==> config.mk <==
export PLATFORM = sky130hd
export DESIGN_NAME = i2s_codec_slave
export DESIGN_NICKNAME = d
export VERILOG_FILES = /design/src/rtl/i2s_pkg.sv /design/src/rtl/i2s_sample_fifo.sv /design/src/rtl/i2s_codec_slave.sv
export SDC_FILE = /design/constraint.sdc
export NUM_CORES = 1
export LEC_CHECK = 0
export ABC_CLOCK_PERIOD_IN_PS = 5400
export CAP_MARGIN = 20
export CORE_ASPECT_RATIO = 0.7
export CORE_MARGIN = 5
export CORE_UTILIZATION = 40
export DETAILED_ROUTE_END_ITERATION = 16
export GPL_TIMING_DRIVEN = 0
export PLACE_DENSITY = 0.6
export SYNTH_ARGS = -nofsm -noshare
export SYNTH_HDL_FRONTEND = slang
export SYNTH_SLANG_ARGS = --single-unit
==> constraint.sdc <==
create_clock -name clk -period 5.4 [get_ports clk]
set_input_delay 0.54 -clock clk [delete_from_list [all_inputs] [get_ports clk]]
set_output_delay 0.54 -clock clk [all_outputs]
set_load 0.02 [all_outputs]
==> src/rtl/i2s_pkg.sv <==
// Shared types and constants for the I2S codec slave: FSM state encoding, sample widths
// and the serial bit-order helper (I2S_CODEC_MSB_FIRST_EN selects MSB-first).
package i2s_pkg;
  localparam int SAMPLE_W = 32;
  localparam int CNT_W    = 5;
  localparam int PAIR_W   = 2 * SAMPLE_W;

  typedef enum logic [2:0] {
    IDLE_R  = 3'd0,
    CHAN_R  = 3'd1,
    START_R = 3'd2,
    IDLE_L  = 3'd3,
    CHAN_L  = 3'd4,
    START_L = 3'd5
  } state_t;

  // Maps the running bit counter onto the sample bit that travels on the wire.
  function automatic logic [CNT_W-1:0] f_bit_idx(input logic [CNT_W-1:0] cnt);
`ifdef I2S_CODEC_MSB_FIRST_EN
    return ~cnt;
`else
    return cnt;
`endif
  endfunction
endpackage

==> src/rtl/i2s_sample_fifo.sv <==
// Stereo-pair FIFO with valid/ready on both sides; a pop frees a slot for a push in the same clk.
module i2s_sample_fifo import i2s_pkg::*; #(
  parameter int DEPTH = 4,
  parameter int W     = PAIR_W
) (
  input  logic         clk,
  input  logic         rstn,
  input  logic         i_push_valid,
  output logic         o_push_ready,
  input  logic [W-1:0] i_push_data,
  output logic         o_pop_valid,
  input  logic         i_pop_ready,
  output logic [W-1:0] o_pop_data
);
  localparam int AW = $clog2(DEPTH);
  localparam int PW = AW + 1;

  logic [W-1:0]  r_mem [DEPTH];
  logic [PW-1:0] r_wp;
  logic [PW-1:0] r_rp;
  logic          w_full;
  logic          w_empty;
  logic          w_push;
  logic          w_pop;

  // Extra pointer MSB distinguishes full from empty when the index bits match.
  assign w_empty      = (r_wp == r_rp);
  assign w_full       = (r_wp[AW] != r_rp[AW]) && (r_wp[AW-1:0] == r_rp[AW-1:0]);
  assign w_pop        = i_pop_ready && !w_empty;
  assign o_pop_valid  = !w_empty;
  assign o_push_ready = !w_full || w_pop;
  assign w_push       = i_push_valid && o_push_ready;
  assign o_pop_data   = w_empty ? '0 : r_mem[r_rp[AW-1:0]];

  always_ff @(posedge clk or negedge rstn) begin
    if (!rstn) begin
      r_wp <= '0;
      r_rp <= '0;
    end else begin
      if (w_push) r_wp <= r_wp + PW'(1);
      if (w_pop)  r_rp <= r_rp + PW'(1);
    end
  end

  always_ff @(posedge clk) begin
    if (w_push) r_mem[r_wp[AW-1:0]] <= i_push_data;
  end
endmodule

==> src/rtl/i2s_codec_slave.sv <==
// I2S slave frame engine with tx/rx stereo FIFOs. Bit order is LSB-first unless
// I2S_CODEC_MSB_FIRST_EN is defined, in which case bit 31 goes first.
module i2s_codec_slave import i2s_pkg::*; #(
  parameter int DEPTH       = 4,
  parameter int SYNC_STAGES = 2
) (
  input  logic                clk,
  input  logic                rstn,
  input  logic                enable,
  input  logic                bclk_i,
  input  logic                lrclk_i,
  input  logic                sdin,
  output logic                sdout,
  input  logic [SAMPLE_W-1:0] tx_l,
  input  logic [SAMPLE_W-1:0] tx_r,
  input  logic                tx_valid,
  output logic                tx_ready,
  output logic [SAMPLE_W-1:0] rx_l,
  output logic [SAMPLE_W-1:0] rx_r,
  output logic                rx_valid,
  input  logic                rx_ready,
  output logic                tx_underrun,
  output logic                rx_overrun,
  output logic                frame_err
);
  logic [2:0]          r_sync [SYNC_STAGES];
  logic [2:0]          r_edge_d;
  logic [2:0]          w_sync_out;
  logic                w_bclk_rise, w_bclk_fall, w_lr_rise, w_lr_fall, w_sdin;
  state_t              r_state;
  logic [CNT_W-1:0]    r_cnt;
  logic                r_sdout, r_bad;
  logic                r_tx_underrun, r_rx_overrun, r_frame_err;
  logic [SAMPLE_W-1:0] r_tx_l, r_tx_r, r_cap_l, r_cap_r, w_tx_cur;
  logic [PAIR_W-1:0]   w_tx_head;
  logic                w_tx_head_vld, w_rx_push_rdy;
  logic                w_is_left, w_in_frame, w_is_start, w_err_edge;
  logic                w_enter_start_l, w_rx_push;

  // Bits: [0] bclk, [1] lrclk, [2] sdin; sdin rides the same pipeline so it stays aligned.
  always_ff @(posedge clk or negedge rstn) begin
    if (!rstn) begin
      for (int i = 0; i < SYNC_STAGES; i++) r_sync[i] <= '0;
      r_edge_d <= '0;
    end else begin
      r_sync[0] <= {sdin, lrclk_i, bclk_i};
      for (int i = 1; i < SYNC_STAGES; i++) r_sync[i] <= r_sync[i-1];
      r_edge_d <= w_sync_out;
    end
  end

  assign w_sync_out  = r_sync[SYNC_STAGES-1];
  assign w_bclk_rise =  w_sync_out[0] && !r_edge_d[0];
  assign w_bclk_fall = !w_sync_out[0] &&  r_edge_d[0];
  assign w_lr_rise   =  w_sync_out[1] && !r_edge_d[1];
  assign w_lr_fall   = !w_sync_out[1] &&  r_edge_d[1];
  assign w_sdin      = r_edge_d[2];

  assign w_is_left  = (r_state == START_L) || (r_state == CHAN_L);
  assign w_is_start = (r_state == START_L) || (r_state == START_R);
  assign w_in_frame = w_is_left || (r_state == START_R) || (r_state == CHAN_R);
  assign w_err_edge = w_is_left ? w_lr_rise : w_lr_fall;
  assign w_tx_cur   = w_is_left ? r_tx_l : r_tx_r;

  // A new frame starts on any lrclk fall seen in IDLE_R or while the right channel is busy.
  assign w_enter_start_l = enable && w_lr_fall &&
                           ((r_state == IDLE_R) || (w_in_frame && !w_is_left));
  assign w_rx_push = enable && (r_state == CHAN_R) && !w_lr_fall && w_bclk_fall &&
                     (r_cnt == CNT_W'(SAMPLE_W-1)) && !r_bad;

  i2s_sample_fifo #(.DEPTH(DEPTH), .W(PAIR_W)) u_tx_fifo (
    .clk(clk), .rstn(rstn),
    .i_push_valid(tx_valid), .o_push_ready(tx_ready), .i_push_data({tx_l, tx_r}),
    .o_pop_valid(w_tx_head_vld), .i_pop_ready(w_enter_start_l), .o_pop_data(w_tx_head)
  );

  i2s_sample_fifo #(.DEPTH(DEPTH), .W(PAIR_W)) u_rx_fifo (
    .clk(clk), .rstn(rstn),
    .i_push_valid(w_rx_push), .o_push_ready(w_rx_push_rdy), .i_push_data({r_cap_l, r_cap_r}),
    .o_pop_valid(rx_valid), .i_pop_ready(rx_ready), .o_pop_data({rx_l, rx_r})
  );

  always_ff @(posedge clk or negedge rstn) begin
    if (!rstn) begin
      r_state       <= IDLE_R;
      r_cnt         <= '0;
      r_sdout       <= 1'b0;
      r_bad         <= 1'b0;
      r_tx_l        <= '0;
      r_tx_r        <= '0;
      r_cap_l       <= '0;
      r_cap_r       <= '0;
      r_tx_underrun <= 1'b0;
      r_rx_overrun  <= 1'b0;
      r_frame_err   <= 1'b0;
    end else begin
      r_tx_underrun <= w_enter_start_l && !w_tx_head_vld;
      r_rx_overrun  <= w_rx_push && !w_rx_push_rdy;
      r_frame_err   <= 1'b0;
      if (w_enter_start_l) begin
        // An empty FIFO reads as zero, so an underrun frame sends silence.
        r_tx_l  <= w_tx_head[PAIR_W-1:SAMPLE_W];
        r_tx_r  <= w_tx_head[SAMPLE_W-1:0];
        r_cap_l <= '0;
        r_bad   <= 1'b0;
      end
      if (!enable) begin
        r_state <= IDLE_R;
        r_cnt   <= '0;
        r_sdout <= 1'b0;
        r_bad   <= 1'b0;
      end else begin
        case (r_state)
          IDLE_R: if (w_lr_fall) begin
            r_state <= START_L;
            r_cnt   <= '0;
          end
          IDLE_L: if (w_lr_rise) begin
            r_state <= START_R;
            r_cnt   <= '0;
            r_cap_r <= '0;
          end
          START_L, CHAN_L, START_R, CHAN_R: begin
            if (w_err_edge) begin
              r_frame_err <= 1'b1;
              r_sdout     <= 1'b0;
              r_cnt       <= '0;
              if (w_is_left) begin
                r_state <= START_R;
                r_bad   <= 1'b1;
                r_cap_r <= '0;
              end else begin
                r_state <= START_L;
              end
            end else if (w_bclk_fall) begin
              if (w_is_start) begin
                r_state <= w_is_left ? CHAN_L : CHAN_R;
                r_cnt   <= '0;
                r_sdout <= w_tx_cur[f_bit_idx(CNT_W'(0))];
              end else if (r_cnt == CNT_W'(SAMPLE_W-1)) begin
                r_state <= w_is_left ? IDLE_L : IDLE_R;
                r_sdout <= 1'b0;
              end else begin
                r_cnt   <= r_cnt + CNT_W'(1);
                r_sdout <= w_tx_cur[f_bit_idx(r_cnt + CNT_W'(1))];
              end
            end else if (w_bclk_rise && !w_is_start) begin
              if (w_is_left) r_cap_l[f_bit_idx(r_cnt)] <= w_sdin;
              else           r_cap_r[f_bit_idx(r_cnt)] <= w_sdin;
            end
          end
          default: begin
            r_state <= IDLE_R;
            r_sdout <= 1'b0;
          end
        endcase
      end
    end
  end

  assign sdout       = r_sdout;
  assign tx_underrun = r_tx_underrun;
  assign rx_overrun  = r_rx_overrun;
  assign frame_err   = r_frame_err;
endmodule
# ---- Yosys cells after proc, flatten, opt, wreduce, memory -nomap -nowiden
# Memory sizes are Yosys's and may differ from the RTL's.
# Index checks and enable logic that the tools add are counted.
dict set report classes {
  n_div 0
  n_bitwise 0
  mul 0
  n_lt_le_gt_ge 3
  reduce_logical 50
  n_eq_ne 24
  n_shift 0
  mux 61
  n_addsub 5
}
# operator n
set op_table {}
lappend op_table {{2-to-1 mux 32 bit} 14}
lappend op_table {{2-to-1 mux 64 bit} 2}
lappend op_table {{bitwise mux 32 bit} 2}
lappend op_table {{one-hot mux 32 bit (2 select lines)} 1}
lappend op_table {{2-to-1 mux 5 bit} 7}
lappend op_table {{2-to-1 mux 3 bit} 9}
lappend op_table {{logical AND 1 bit} 22}
lappend op_table {{2-to-1 mux 1 bit} 20}
lappend op_table {{!= test 3 bit (second input constant)} 6}
lappend op_table {{one-hot mux 5 bit (3 select lines)} 1}
lappend op_table {{zero test 1 bit} 13}
lappend op_table {{adder 3 x 1 -> 3 bit (second input constant)} 4}
lappend op_table {{less-than comparator 5 x 6 -> 1 bit (second input constant)} 2}
lappend op_table {{!= test 5 bit (second input constant)} 2}
lappend op_table {{one-hot mux 3 bit (3 select lines)} 1}
lappend op_table {{logical OR 1 bit} 7}
lappend op_table {{AND reduction 7 bit} 1}
lappend op_table {{equality test 3 x 2 -> 1 bit (second input constant)} 2}
lappend op_table {{equality test 3 bit} 2}
lappend op_table {{equality test 3 bit (second input constant)} 2}
lappend op_table {{adder 5 x 1 -> 5 bit (second input constant)} 1}
lappend op_table {{binary-select mux 1 bit (select 5 bit)} 1}
lappend op_table {{demux 1 bit (select 5 bit)} 1}
lappend op_table {{equality test 5 bit (second input constant)} 1}
lappend op_table {{16 further kinds} 19}
dict set report totals {
  word_cells 163
  n_memories 2
  out_inout_bits 70
  rom_bits 0
  latchBits 0
  ram_bits 512
  inputBits 72
  reg_bits 162
}
# memory words width read_ports rd_ports_with_merged_regs wr line_no
set mem_list {}
lappend mem_list {u_rx_fifo.r_mem 4 64 1 0 1 i2s_sample_fifo.sv:18} ;# logic [W-1:0] r_mem [DEPTH];
lappend mem_list {u_tx_fifo.r_mem 4 64 1 0 1 i2s_sample_fifo.sv:18}

# ---- Logic depth before layout (Yosys ltp)
dict set report logic_depth {
  depth_word 15
  depth_mapped 12
  ltp_nobuf 9
}

# ---- By module
# A second synthesis with hierarchy kept.
dict set report unflattened {
  hier_cells 1631
  hier_area_um2 27156.0
}
# mod cells_each instances seq_area_each_um2 area_each_um2
set modules_own_cells {}
lappend modules_own_cells {i2s_sample_fifo 443 2 7837.5 10038.4}
lappend modules_own_cells {i2s_codec_slave 745 1 3753.6 7079.3}

# ---- Worst setup path before layout
# OpenSTA, ideal clock, no wires.
dict set report synth_timing {
  kind {reg-to-reg}
  startpoint {register r_cnt[1]}
  endpoint {memory u_rx_fifo.r_mem[3][0] (netlist name), enable pin}
  n_path_buf 2
  required_time_ps 4970
  synth_period_minus_slack_ps 3913
  arrival_ps 3482
  setup_time_ps 430
  path_slack_ps 1487
  path_stages_with_launch 11
  path_cell_list {dfrtp_1 > ha_1 > buf_4 > clkbuf_1 > and3_1 > ha_1 > inv_1 > nor2_1 > nand4_1 > nor2_1 > and2_1}
}
dict set report synth_via {
  elab_chain_cells 6
}
# element line_no
set synth_rtl {}
lappend synth_rtl {{start: declaration} i2s_codec_slave.sv:31} ;# logic [CNT_W-1:0] r_cnt;
lappend synth_rtl {{start signal: assignment} i2s_codec_slave.sv:144} ;# r_cnt <= r_cnt + CNT_W'(1);
lappend synth_rtl {{equality test 5 bit} i2s_codec_slave.sv:69} ;# (r_cnt == CNT_W'(SAMPLE_W-1)) && !r_bad;
lappend synth_rtl {{logical AND 1 bit} i2s_codec_slave.sv:68} ;# assign w_rx_push = enable && (r_state == CHAN_R) && !w_lr_fall && w_bclk_fall &&
lappend synth_rtl {{logical AND 1 bit} i2s_codec_slave.sv:69}
lappend synth_rtl {{logical AND 1 bit} i2s_sample_fifo.sv:32} ;# assign w_push = i_push_valid && o_push_ready;
lappend synth_rtl {{2-to-1 mux 1 bit} i2s_sample_fifo.sv:46} ;# if (w_push) r_mem[r_wp[AW-1:0]] <= i_push_data;
lappend synth_rtl {{2-to-1 mux 1 bit (not written as such)} i2s_sample_fifo.sv:46}
lappend synth_rtl {{end: declaration} i2s_sample_fifo.sv:18}
# No other way between the ends.

# ---- Worst setup path in the final report
dict set report layout_timing {
  startpoint {register r_state[0]}
  endpoint {output port tx_ready}
}
dict set report layout_via {
  elab_chain_cells 9
  elab_cells_between_ends 14
  classes_between {eq/ne: 4; reduce/logical: 10}
}
# element line_no
set layout_rtl {}
lappend layout_rtl {{start: declaration} i2s_codec_slave.sv:30} ;# state_t r_state;
lappend layout_rtl {{start signal: assignment} i2s_codec_slave.sv:137} ;# r_state <= w_is_left ? CHAN_L : CHAN_R;
lappend layout_rtl {{start signal: assignment} i2s_codec_slave.sv:141} ;# r_state <= w_is_left ? IDLE_L : IDLE_R;
lappend layout_rtl {{equality test 3 bit} i2s_codec_slave.sv:59} ;# assign w_is_left = (r_state == START_L) || (r_state == CHAN_L);
lappend layout_rtl {{logical OR 1 bit} i2s_codec_slave.sv:59}
lappend layout_rtl {{logical OR 1 bit (2 in series)} i2s_codec_slave.sv:61} ;# assign w_in_frame = w_is_left || (r_state == START_R) || (r_state == CHAN_R);
lappend layout_rtl {{logical AND 1 bit} i2s_codec_slave.sv:67} ;# ((r_state == IDLE_R) || (w_in_frame && !w_is_left));
lappend layout_rtl {{logical OR 1 bit *} i2s_codec_slave.sv:67}
lappend layout_rtl {{logical AND 1 bit *} i2s_codec_slave.sv:66} ;# assign w_enter_start_l = enable && w_lr_fall &&
lappend layout_rtl {{logical AND 1 bit *} i2s_sample_fifo.sv:29} ;# assign w_pop = i_pop_ready && !w_empty;
lappend layout_rtl {{logical OR 1 bit *} i2s_sample_fifo.sv:31} ;# assign o_push_ready = !w_full || w_pop;
lappend layout_rtl {{end: declaration} i2s_codec_slave.sv:17} ;# output logic tx_ready,
# Every way passes the cells marked *; elsewhere a longest branch is shown, timed or not.

==> impl_metrics.json <==
{
  "die_h_um": 226,
  "synth_top_cell_area_share_pct": 57.5,
  "layout.nets": 1904,
  "grtUsageTotal_pct": 17.0,
  "cts_resized": 0,
  "first_iter_violations": 1380,
  "hp-class": "reg -> reg",
  "slowest_delay_ns": 0.61,
  "async_reset_ff_share_pct": 24.0,
  "syn_to_final_growth_pct": 19.1,
  "placement.io_buffers": 141,
  "power.static_leakage_nw": 11.3,
  "skew_ns": 0.0222,
  "place.gp.congestion": 0.906,
  "syn_area_mm2": 0.0267,
  "crit_path_max_fanout": 10,
  "final_layout_size_suffix_gt1_share_pct": 15.4,
  "overflow": 0,
  "first_pass_iters": 5,
  "internal_power_mw": 10.9,
  "synth_area_leaders": "edfxtp_1 (57%), dfrtp_1 (15%), mux4_2 (11%)",
  "hold-worst-slack_ns": 0.351,
  "dp_hpwl_um": 41300,
  "vias": 14900,
  "dp.cells": 2635,
  "cts_tree": "built",
  "path_class": "reg -> out",
  "synth.avg_cell_area_um2": 16.8,
  "cp.required_ns": 4.86,
  "ff_latch_area_mm2": 0.0194,
  "fmax_mhz": 236,
  "relSlewSlack_pct": 31.3,
  "multiInputGateArea_mm2": 0.00685,
  "clk_latency_ns": 0.61,
  "hold_viol": 0,
  "synth_ff_type": "edfxtp_1",
  "yosysWarnings": 0,
  "crit_chain": "buf_2 -> nand2_1 -> nand4_1 -> clkbuf_1 -> buf_2 -> clkbuf_1 -> nand2_1 -> clkdlybuf4s50_1",
  "power_density_mw_per_mm2": 493,
  "wirelength_um": 62000,
  "drv_cap": 0,
  "place_ws_ns": 1.43,
  "grt_max_degree": 92,
  "clockBufferDepth": 3,
  "die_w_um": 319,
  "power_frac_clock_pct": 30.6,
  "cts_root_buffer": "clkbuf_16",
  "startpoint_type": "flop",
  "antenna_found_initial": 8,
  "setup.worst_path.end_class": "output port",
  "synth_cell_types": 55,
  "core-area_mm2": 0.0663,
  "worst_pin_slew_ns": 1.03,
  "setup_ws_ns": 1.17,
  "arrival_ns": 3.69,
  "pwr-share-comb_pct": 26.8,
  "grt_pass1_wl_um": 93000,
  "ys_ff_latch": 674,
  "finalCriticalPeriod_ns": 4.23,
  "ir_drop_mv": 0.235,
  "grt_pass1_vias": 14900,
  "status": "finished clean",
  "post-route-drc-count": 0,
  "finalNonFillerCells": 2762,
  "syn_nets": 1683,
  "ioPinCount": 142,
  "ys_seq_area_share_pct": 72.6,
  "ant_nets": 0,
  "wl_per_cell_um": 22.4,
  "clk_pin_slew_ns": 0.06,
  "stdcell_area_mm2": 0.0319,
  "seq_power_share_pct": 42.7,
  "htree_levels": 3,
  "p_sw_share_pct": 30.4,
  "fillCellCount": 5554,
  "maxSlewViolCount": 0,
  "syn_inst": 1594,
  "rsz0062_at_grt": "false",
  "die_area_mm2": 0.0722,
  "start_util_pct": 40.3,
  "synth_top_area_cell": "edfxtp_1",
  "p_switching_mw": 4.77,
  "fp-row-count": 79,
  "synth-edff-count": 512,
  "cts.sinks": 674,
  "via_per_inst": 5.39,
  "setup_viol": 0,
  "fin_setup_tns_ns": 0,
  "cts_buffers": 68,
  "worst_path_max_delay_cell": "clkbuf_1",
  "fin_crit_sh_pct": 78.3,
  "post_dp_cell_area_mm2": 0.0295
}
## through the flow
stage	power, mW	utilization, %
finish	15.7	48.0
global route	16.5	48.0
CTS	15.8	48.0
detailed placement	11.0	44.5
global placement	10.9	44.1
floorplan	9.50	-
## cell usage after synthesis (5+ instances only)
| cell | number |
|---|---|
| xor2_1 | 5 |
| o211ai_1 | 27 |
| and2_1 | 76 |
| buf_2 | 19 |
| mux2i_1 | 11 |
| nand4_1 | 6 |
| o21ai_1 | 73 |
| nor3_1 | 7 |
| nand2b_1 | 6 |
| o31ai_1 | 27 |
| nor2b_1 | 10 |
| nand3_1 | 24 |
| edfxtp_1 | 512 |
| o21ai_0 | 71 |
| ha_1 | 17 |
| dfrtp_1 | 162 |
| buf_1 | 13 |
| inv_1 | 14 |
| a21oi_1 | 40 |
| clkbuf_1 | 59 |
| mux4_2 | 136 |
| xnor2_1 | 13 |
| nor2_1 | 32 |
| nand2_1 | 182 |
## placed cells by master, fill, tap and decap left out, types with 13 or more instances in the layout
cell | netlist | final
inv_1 | 14 | 14
a21oi_1 | 40 | 40
clkbuf_16 | 0 | 72
dfrtp_1 | 162 | 162
o31ai_1 | 27 | 27
nor2_1 | 32 | 32
buf_2 | 19 | 19
edfxtp_1 | 512 | 512
o21ai_0 | 71 | 71
o211ai_1 | 27 | 27
nand3_1 | 24 | 24
nand2_1 | 182 | 182
buf_1 | 13 | 13
o21ai_1 | 73 | 73
xnor2_1 | 13 | 13
and2_1 | 76 | 68
clkbuf_1 | 59 | 72
mux4_2 | 136 | 136
clkdlybuf4s50_1 | 0 | 140
ha_1 | 17 | 17
## metal layers
layer | track usage (%) | part of all wire (%) | vias up
met5 | 0 | 0.14 | -
met4 | 3.92 | 2.1 | 14
met3 | 4.34 | 7.3 | 112
met2 | 24.0 | 42 | 475
met1 | 26.6 | 48 | 7705
li1 | - | - | 6587
## final cells by class
type | count | area share (%)
Antenna cell | 1 | 0.00786
Buffer | 97 | 1.32
Clock buffer | 88 | 5.94
Clock inverter | 37 | 1.28
Inverter | 16 | 0.196
Multi-Input combinational cell | 807 | 21.5
Sequential cell | 674 | 61.0
Tap cell | 891 | 3.50
Timing Repair Buffer | 151 | 5.26
## cell families after synthesis
group / after synthesis / share of synthesized area (%)
xor+xnor: 18 / 0.589
buf+inv: 113 / 1.81
mux: 154 / 12.2
compound gates: 267 / 5.91
fa+ha+maj: 17 / 0.795
flops: 674 / 72.6
simple gates: 351 / 6.09
## state kept, by name, indices dropped and copies added (netlist names), 5 cells and up
| register | cells |
|---|---|
| r_tx_r | 32 |
| r_cnt | 5 |
| r_cap_r | 32 |
| u_tx_fifo.r_mem | 256 |
| r_cap_l | 32 |
| r_tx_l | 32 |
| u_rx_fifo.r_mem | 256 |
## power groups by stage
stage               clock [mW]  sequential (mW)  combinational (mW)
floorplan                    0             6.66                2.83
finish                    4.80             6.70                4.20
global placement             0             6.83                4.12
detailed placement           0             6.80                4.23
global route              5.10             6.76                4.59
CTS                       4.90             6.70                4.25
## critical path, delay by kind of cell, from the launching register on
family / cells / cell delay [ns]
buffers and inverters: 5 / 2.20
flip-flops: 1 / 0.32
AND/OR/NAND/NOR: 3 / 0.55
## worst paths after layout
kind                            start                     to  slack, ns  cells past startpoint
max reg2reg                  r_cnt[1]  u_rx_fifo.r_mem[3][1]       1.59                     11
min in group asynchronous        rstn      u_tx_fifo.r_rp[1]       0.51                      2
min reg2reg                 r_sync[3]          w_sync_out[0]       0.35                      0
max                        r_state[0]               tx_ready       1.17                      8
max in group asynchronous        rstn            r_cap_l[10]       4.04                      3
min                         r_sync[3]          w_sync_out[0]       0.35                      0
## what timing repair did
item / CTS / global route
setup buffers: 0 / 0
endpoints found under the hold margin: 71 / 0
hold buffers: 1 / 0
Note: power is estimated with default switching activity, not from simulation.
